File: src/rtl/term_writer.sv
// Terminal character engine: turns a byte stream into screen RAM writes,
// cursor moves, and scroll/clear blit requests for the text-mode display.
module term_writer #(
  parameter int COLS     = 80,
  parameter int ROWS     = 25,
  parameter int TAB_W    = 8,
  parameter int RST_WAIT = 8191
) (
  input  logic        clk100,
  input  logic        rst,
  input  logic        rx_valid,
  input  logic [7:0]  rx_data,
  output logic        rx_ready,
  output logic        wr_en,
  output logic [10:0] wr_addr,
  output logic [7:0]  wr_data,
  output logic        blit_en,
  output logic [10:0] blit_start,
  output logic [10:0] blit_end,
  output logic [7:0]  blit_offset,
  input  logic        blit_complete,
  output logic [6:0]  cursor_col,
  output logic [4:0]  cursor_row
);

  typedef enum logic [2:0] {
    RST_HOLD, IDLE, WRITE, SCROLL_COPY, SCROLL_CLEAR, CLEAR, BLIT_WAIT
  } state_t;

  localparam logic [10:0] COLS_A        = 11'(COLS);
  localparam logic [10:0] LAST_ROW_BASE = 11'((ROWS - 1) * COLS);
  localparam logic [10:0] CELLS         = 11'(ROWS * COLS);
  localparam logic [6:0]  LAST_COL      = 7'(COLS - 1);
  localparam logic [4:0]  LAST_ROW      = 5'(ROWS - 1);
  localparam logic [7:0]  SCROLL_OFS    = 8'(COLS - 1);
  localparam logic [7:0]  TAB_MASK      = 8'(TAB_W - 1);
  localparam logic [15:0] WAIT_INIT     = 16'(RST_WAIT);

  state_t      state_reg, state_next;
  logic [15:0] wait_reg, wait_next;
  logic        after_copy_reg, after_copy_next;
  logic        scroll_pend_reg, scroll_pend_next;
  logic [6:0]  col_reg, col_next;
  logic [4:0]  row_reg, row_next;
  logic        wr_en_reg, wr_en_next;
  logic [10:0] wr_addr_reg, wr_addr_next;
  logic [7:0]  wr_data_reg, wr_data_next;
  logic        blit_en_reg, blit_en_next;
  logic [10:0] blit_start_reg, blit_start_next;
  logic [10:0] blit_end_reg, blit_end_next;
  logic [7:0]  blit_offset_reg, blit_offset_next;

  logic [10:0] cell_addr;
  logic [7:0]  tab_col;

  assign cell_addr = 11'(row_reg) * COLS_A + 11'(col_reg);
  assign tab_col   = (8'(col_reg) | TAB_MASK) + 8'd1;

  always_comb begin
    state_next       = state_reg;
    wait_next        = wait_reg;
    after_copy_next  = after_copy_reg;
    scroll_pend_next = scroll_pend_reg;
    col_next         = col_reg;
    row_next         = row_reg;
    wr_en_next       = 1'b0;
    wr_addr_next     = wr_addr_reg;
    wr_data_next     = wr_data_reg;
    blit_en_next     = 1'b0;
    blit_start_next  = blit_start_reg;
    blit_end_next    = blit_end_reg;
    blit_offset_next = blit_offset_reg;

    case (state_reg)
      RST_HOLD: begin
        if (wait_reg <= 16'd1) state_next = IDLE;
        else                   wait_next  = wait_reg - 16'd1;
      end
      IDLE: begin
        if (rx_valid) begin
          state_next       = WRITE;
          scroll_pend_next = 1'b0;
          if (rx_data >= 8'h20 && rx_data <= 8'h7E) begin
            wr_en_next   = 1'b1;
            wr_addr_next = cell_addr;
            wr_data_next = rx_data;
            if (col_reg == LAST_COL) begin
              col_next = 7'd0;
              // Wrapping off the bottom row: the write goes out first, the scroll follows.
              if (row_reg == LAST_ROW) scroll_pend_next = 1'b1;
              else                     row_next = row_reg + 5'd1;
            end else begin
              col_next = col_reg + 7'd1;
            end
          end else begin
            case (rx_data)
              8'h0D: col_next = 7'd0;
              8'h0A: begin
                if (row_reg == LAST_ROW) begin
                  state_next       = SCROLL_COPY;
                  blit_en_next     = 1'b1;
                  blit_start_next  = 11'd0;
                  blit_end_next    = LAST_ROW_BASE;
                  blit_offset_next = SCROLL_OFS;
                  after_copy_next  = 1'b1;
                end else begin
                  row_next = row_reg + 5'd1;
                end
              end
              8'h08: if (col_reg != 7'd0) col_next = col_reg - 7'd1;
              8'h09: col_next = (tab_col > 8'(LAST_COL)) ? LAST_COL : tab_col[6:0];
              8'h0C: begin
                col_next         = 7'd0;
                row_next         = 5'd0;
                state_next       = CLEAR;
                blit_en_next     = 1'b1;
                blit_start_next  = 11'd0;
                blit_end_next    = CELLS;
                blit_offset_next = 8'd0;
                after_copy_next  = 1'b0;
              end
              default: ;
            endcase
          end
        end
      end
      WRITE: begin
        if (scroll_pend_reg) begin
          state_next       = SCROLL_COPY;
          blit_en_next     = 1'b1;
          blit_start_next  = 11'd0;
          blit_end_next    = LAST_ROW_BASE;
          blit_offset_next = SCROLL_OFS;
          after_copy_next  = 1'b1;
        end else begin
          state_next = IDLE;
        end
      end
      SCROLL_COPY, SCROLL_CLEAR, CLEAR: state_next = BLIT_WAIT;
      BLIT_WAIT: begin
        if (blit_complete) begin
          if (after_copy_reg) begin
            state_next       = SCROLL_CLEAR;
            blit_en_next     = 1'b1;
            blit_start_next  = LAST_ROW_BASE;
            blit_end_next    = CELLS;
            blit_offset_next = 8'd0;
            after_copy_next  = 1'b0;
          end else begin
            state_next = IDLE;
          end
        end
      end
      default: state_next = RST_HOLD;
    endcase
  end

  always_ff @(posedge clk100) begin
    if (rst) begin
      state_reg       <= RST_HOLD;
      wait_reg        <= WAIT_INIT;
      after_copy_reg  <= 1'b0;
      scroll_pend_reg <= 1'b0;
      col_reg         <= 7'd0;
      row_reg         <= 5'd0;
      wr_en_reg       <= 1'b0;
      wr_addr_reg     <= 11'd0;
      wr_data_reg     <= 8'd0;
      blit_en_reg     <= 1'b0;
      blit_start_reg  <= 11'd0;
      blit_end_reg    <= 11'd0;
      blit_offset_reg <= 8'd0;
    end else begin
      state_reg       <= state_next;
      wait_reg        <= wait_next;
      after_copy_reg  <= after_copy_next;
      scroll_pend_reg <= scroll_pend_next;
      col_reg         <= col_next;
      row_reg         <= row_next;
      wr_en_reg       <= wr_en_next;
      wr_addr_reg     <= wr_addr_next;
      wr_data_reg     <= wr_data_next;
      blit_en_reg     <= blit_en_next;
      blit_start_reg  <= blit_start_next;
      blit_end_reg    <= blit_end_next;
      blit_offset_reg <= blit_offset_next;
    end
  end

  assign rx_ready    = (state_reg == IDLE);
  assign wr_en       = wr_en_reg;
  assign wr_addr     = wr_addr_reg;
  assign wr_data     = wr_data_reg;
  assign blit_en     = blit_en_reg;
  assign blit_start  = blit_start_reg;
  assign blit_end    = blit_end_reg;
  assign blit_offset = blit_offset_reg;
  assign cursor_col  = col_reg;
  assign cursor_row  = row_reg;

endmodule

File: config.mk
export PLATFORM = sky130hd
export DESIGN_NAME = term_writer
export DESIGN_NICKNAME = d
export VERILOG_FILES = /design/src/rtl/term_writer.sv
export SDC_FILE = /design/constraint.sdc
export NUM_CORES = 1
export LEC_CHECK = 0
export BUFFER_PORTS_ARGS = -buffer_cell sky130_fd_sc_hd__buf_4
export CAP_MARGIN = 10
export CORE_AREA = 2 2 83 85
export DETAILED_ROUTE_END_ITERATION = 10
export DIE_AREA = 0 0 85 87
export PLACE_DENSITY = 0.85
export SYNTH_ARGS = -nofsm -noshare
export SYNTH_HDL_FRONTEND = slang
export SYNTH_SLANG_ARGS = --single-unit
File: constraint.sdc
create_clock -name clk100 -period 4.12 [get_ports clk100]
set_input_delay 0.618 -clock clk100 [delete_from_list [all_inputs] [get_ports clk100]]
set_output_delay 0.618 -clock clk100 [all_outputs]
set_load 0.02 [all_outputs]
==> out/results.txt <==
cts hold-fix bufs: 0
endpoints failing setup: 0
synth unique cells: 73
FF+latch count, synth: 58
Sw Ratio: 0.254
fmax: 0.404 GHz
first-pass GRT wire length: 15200 um
site row count: 30
gr ovfl total: 0
average size of a mapped cell: 8.08 um2
WP data required: 4380 ps
worst clock skew: 10.2 ps
Die Y: 87 um
Post-Synthesis Cells: 474
GRT Util Overall: 0.254
routed length per placed instance: 15.4 um
Pre-antenna DRT Iters: 5
max-slew violation count: 0
Slew HR: 0.417
top_reg_cell synth: dfxtp_1
Yosys top cell area share: 0.303
RSZ-0062 raised after global routing: false
CTS Root Cell: clkbuf_8
Clk network pwr share: 0.490
Peak VDD IR: 0.000230 V
Fin. Hold Viols: 0
share of layout cells above drive strength 1: 0.198
Routed Wire Length: 9160 um
cell taking the most area after synthesis: dfxtp_1
CTS tree: built
critical path peak fanout: 15
Detail Placement HPWL: 6400 um
PostCTS Resize Cnt: 0
clk slew on worst S/H paths: 80 ps
synth top area cells: dfxtp_1 30%, buf_4 5.9%, ha_1 5.9%, nand2_1 5.5%, a21oi_1 4.4%
initial drt markers: 230
initial antenna violation count: 0
Period minus WS final: 2480 ps
die area: 7400 um2
number of I/O port buffers: 60
placer's final routability congestion estimate: 0.935
post-synthesis sequential area ratio: 0.303
Mapped Area: 3830 um2
fraction of registers with async set/reset: 0
Setup TNS: 0 ps
CP Launch Type: flip-flop
n_diodes: 0
Clock Latency Late Sink: 350 ps
CORE AREA: 6570 um2
synth cell count leaders: 58 x dfxtp_1, 56 x nand2_1, 34 x a21oi_1, 30 x buf_4, 29 x nor2_1
actual slew at the worst max-slew pin: 862 ps
Num CTS Buffers: 9
CP Class: reg2reg
vias in the first global route: 3201
fin crit share: 0.601
total clock sinks: 58
internal power: 0.000929 W
CP arrival: 2730 ps
most frequent cell after synthesis: dfxtp_1
Comb pwr share: 0.056
largest net degree at the start of global routing: 48
Worst Hold Class: reg2reg
Psw: 0.000317 W
# Post-CTS Setup Buffers: 0
Post-DRT Antenna Nets: 0
Worst Setup End Kind: flip-flop
YS warnings: 0
NumNets Final: 541
vias per cell: 6.00
Tot Pwr: 0.00125 W
max reg flops: 16
status: completed
Starting Density: 0.583
Pwr Density: 289 nW/um2
Post-synth EDFFs: 0
sequential group share of total power: 0.454
Area Overhead vs Synth: 12.5%
drt drc: 0
Leak: 1.70 nW
Die W: 85 um
CTS max path bufs: 2
Max-cap violations: 0
H-tree depth: 3
routed vias: 3566
# IOs: 76
layout by cell type, fill, tap and decap left out, types with 6 or more instances in the layout:
| cell type | count |
|---|---|
| nor2_1 | 29 |
| nand3_1 | 15 |
| ha_1 | 18 |
| nand2_1 | 56 |
| buf_4 | 61 |
| conb_1 | 15 |
| o21ai_0 | 25 |
| a21oi_1 | 34 |
| dfxtp_1 | 58 |
| a31oi_1 | 11 |
| a21o_1 | 6 |
| nor3_1 | 11 |
| nor2b_1 | 9 |
| xnor2_1 | 10 |
| clkbuf_8 | 9 |
| inv_1 | 24 |
path summary, 6_finish.rpt:
check | to | start | cells after the start | slack (ps)
min | wr_addr[7] | wr_addr[7] | 2 | 460
max reg2reg | cursor_col[0] | cursor_col[4] | 7 | 1640
min reg2reg | wr_addr[7] | wr_addr[7] | 2 | 460
max | cursor_col[0] | cursor_col[4] | 7 | 1640
critical path, cell delays in order, from the launching register on:
cell and delay (ps):
dfxtp_1 680, inv_1 160, ha_1 360, nor2_1 50, o21ai_0 200, nor3b_1 460
o21ai_0 210, a221oi_1 270
power groups by stage:
stage / Clock, W / Sequential [W] / Combinational, W
3_5_place_dp: 0 / 0.000578 / 0.0000679
3_3_place_gp: 0 / 0.000578 / 0.0000665
6_report: 0.000611 / 0.000565 / 0.0000694
5_1_grt: 0.000649 / 0.000565 / 0.0000763
4_1_cts: 0.000616 / 0.000565 / 0.0000683
2_1_floorplan: 0 / 0.000578 / 0.0000592
cell type report:
cell class | instances | area, um2
repair buffers | 61 | 458
fillers | 552 | 2260
multi-input cells | 355 | 2270
inverters | 24 | 90.1
well taps | 80 | 100
clock buffers | 9 | 124
clock inverters | 7 | 101
flip-flops and latches | 58 | 1160
layer usage:
metal	share of wire	track usage	up-vias
met5	0	0	-
met4	0.023	0.0938	0
met3	0.077	0.0578	32
met2	0.46	0.418	172
met1	0.44	0.327	1635
li1	-	-	1727
through the flow:
step           setup slack (ps)  instances  cell area [um2]  utilization  hold slack (ps)
6_report                   1640        594             4310        0.655              463
5_1_grt                    1540        594             4310        0.655              487
4_1_cts                    1750        594             4310        0.655              464
3_5_place_dp               1570        578             4080        0.621              448
3_3_place_gp               1620        578             4080        0.621              443
2_1_floorplan              1810        488             3880            -              445
cell families (layout without fill, tap and decap cells):
kind of cell    Yosys count  in the layout  share of synthesized area
simple gates            182            182                      0.260
other cells               1             15                   0.000979
buf+inv                  75            101                      0.117
fa+ha+maj                20             20                     0.0693
xor+xnor                 15             15                     0.0343
compound gates          118            118                      0.201
mux                       5              5                     0.0137
flops                    58             58                      0.303
Power figures use the tool's default switching activity.
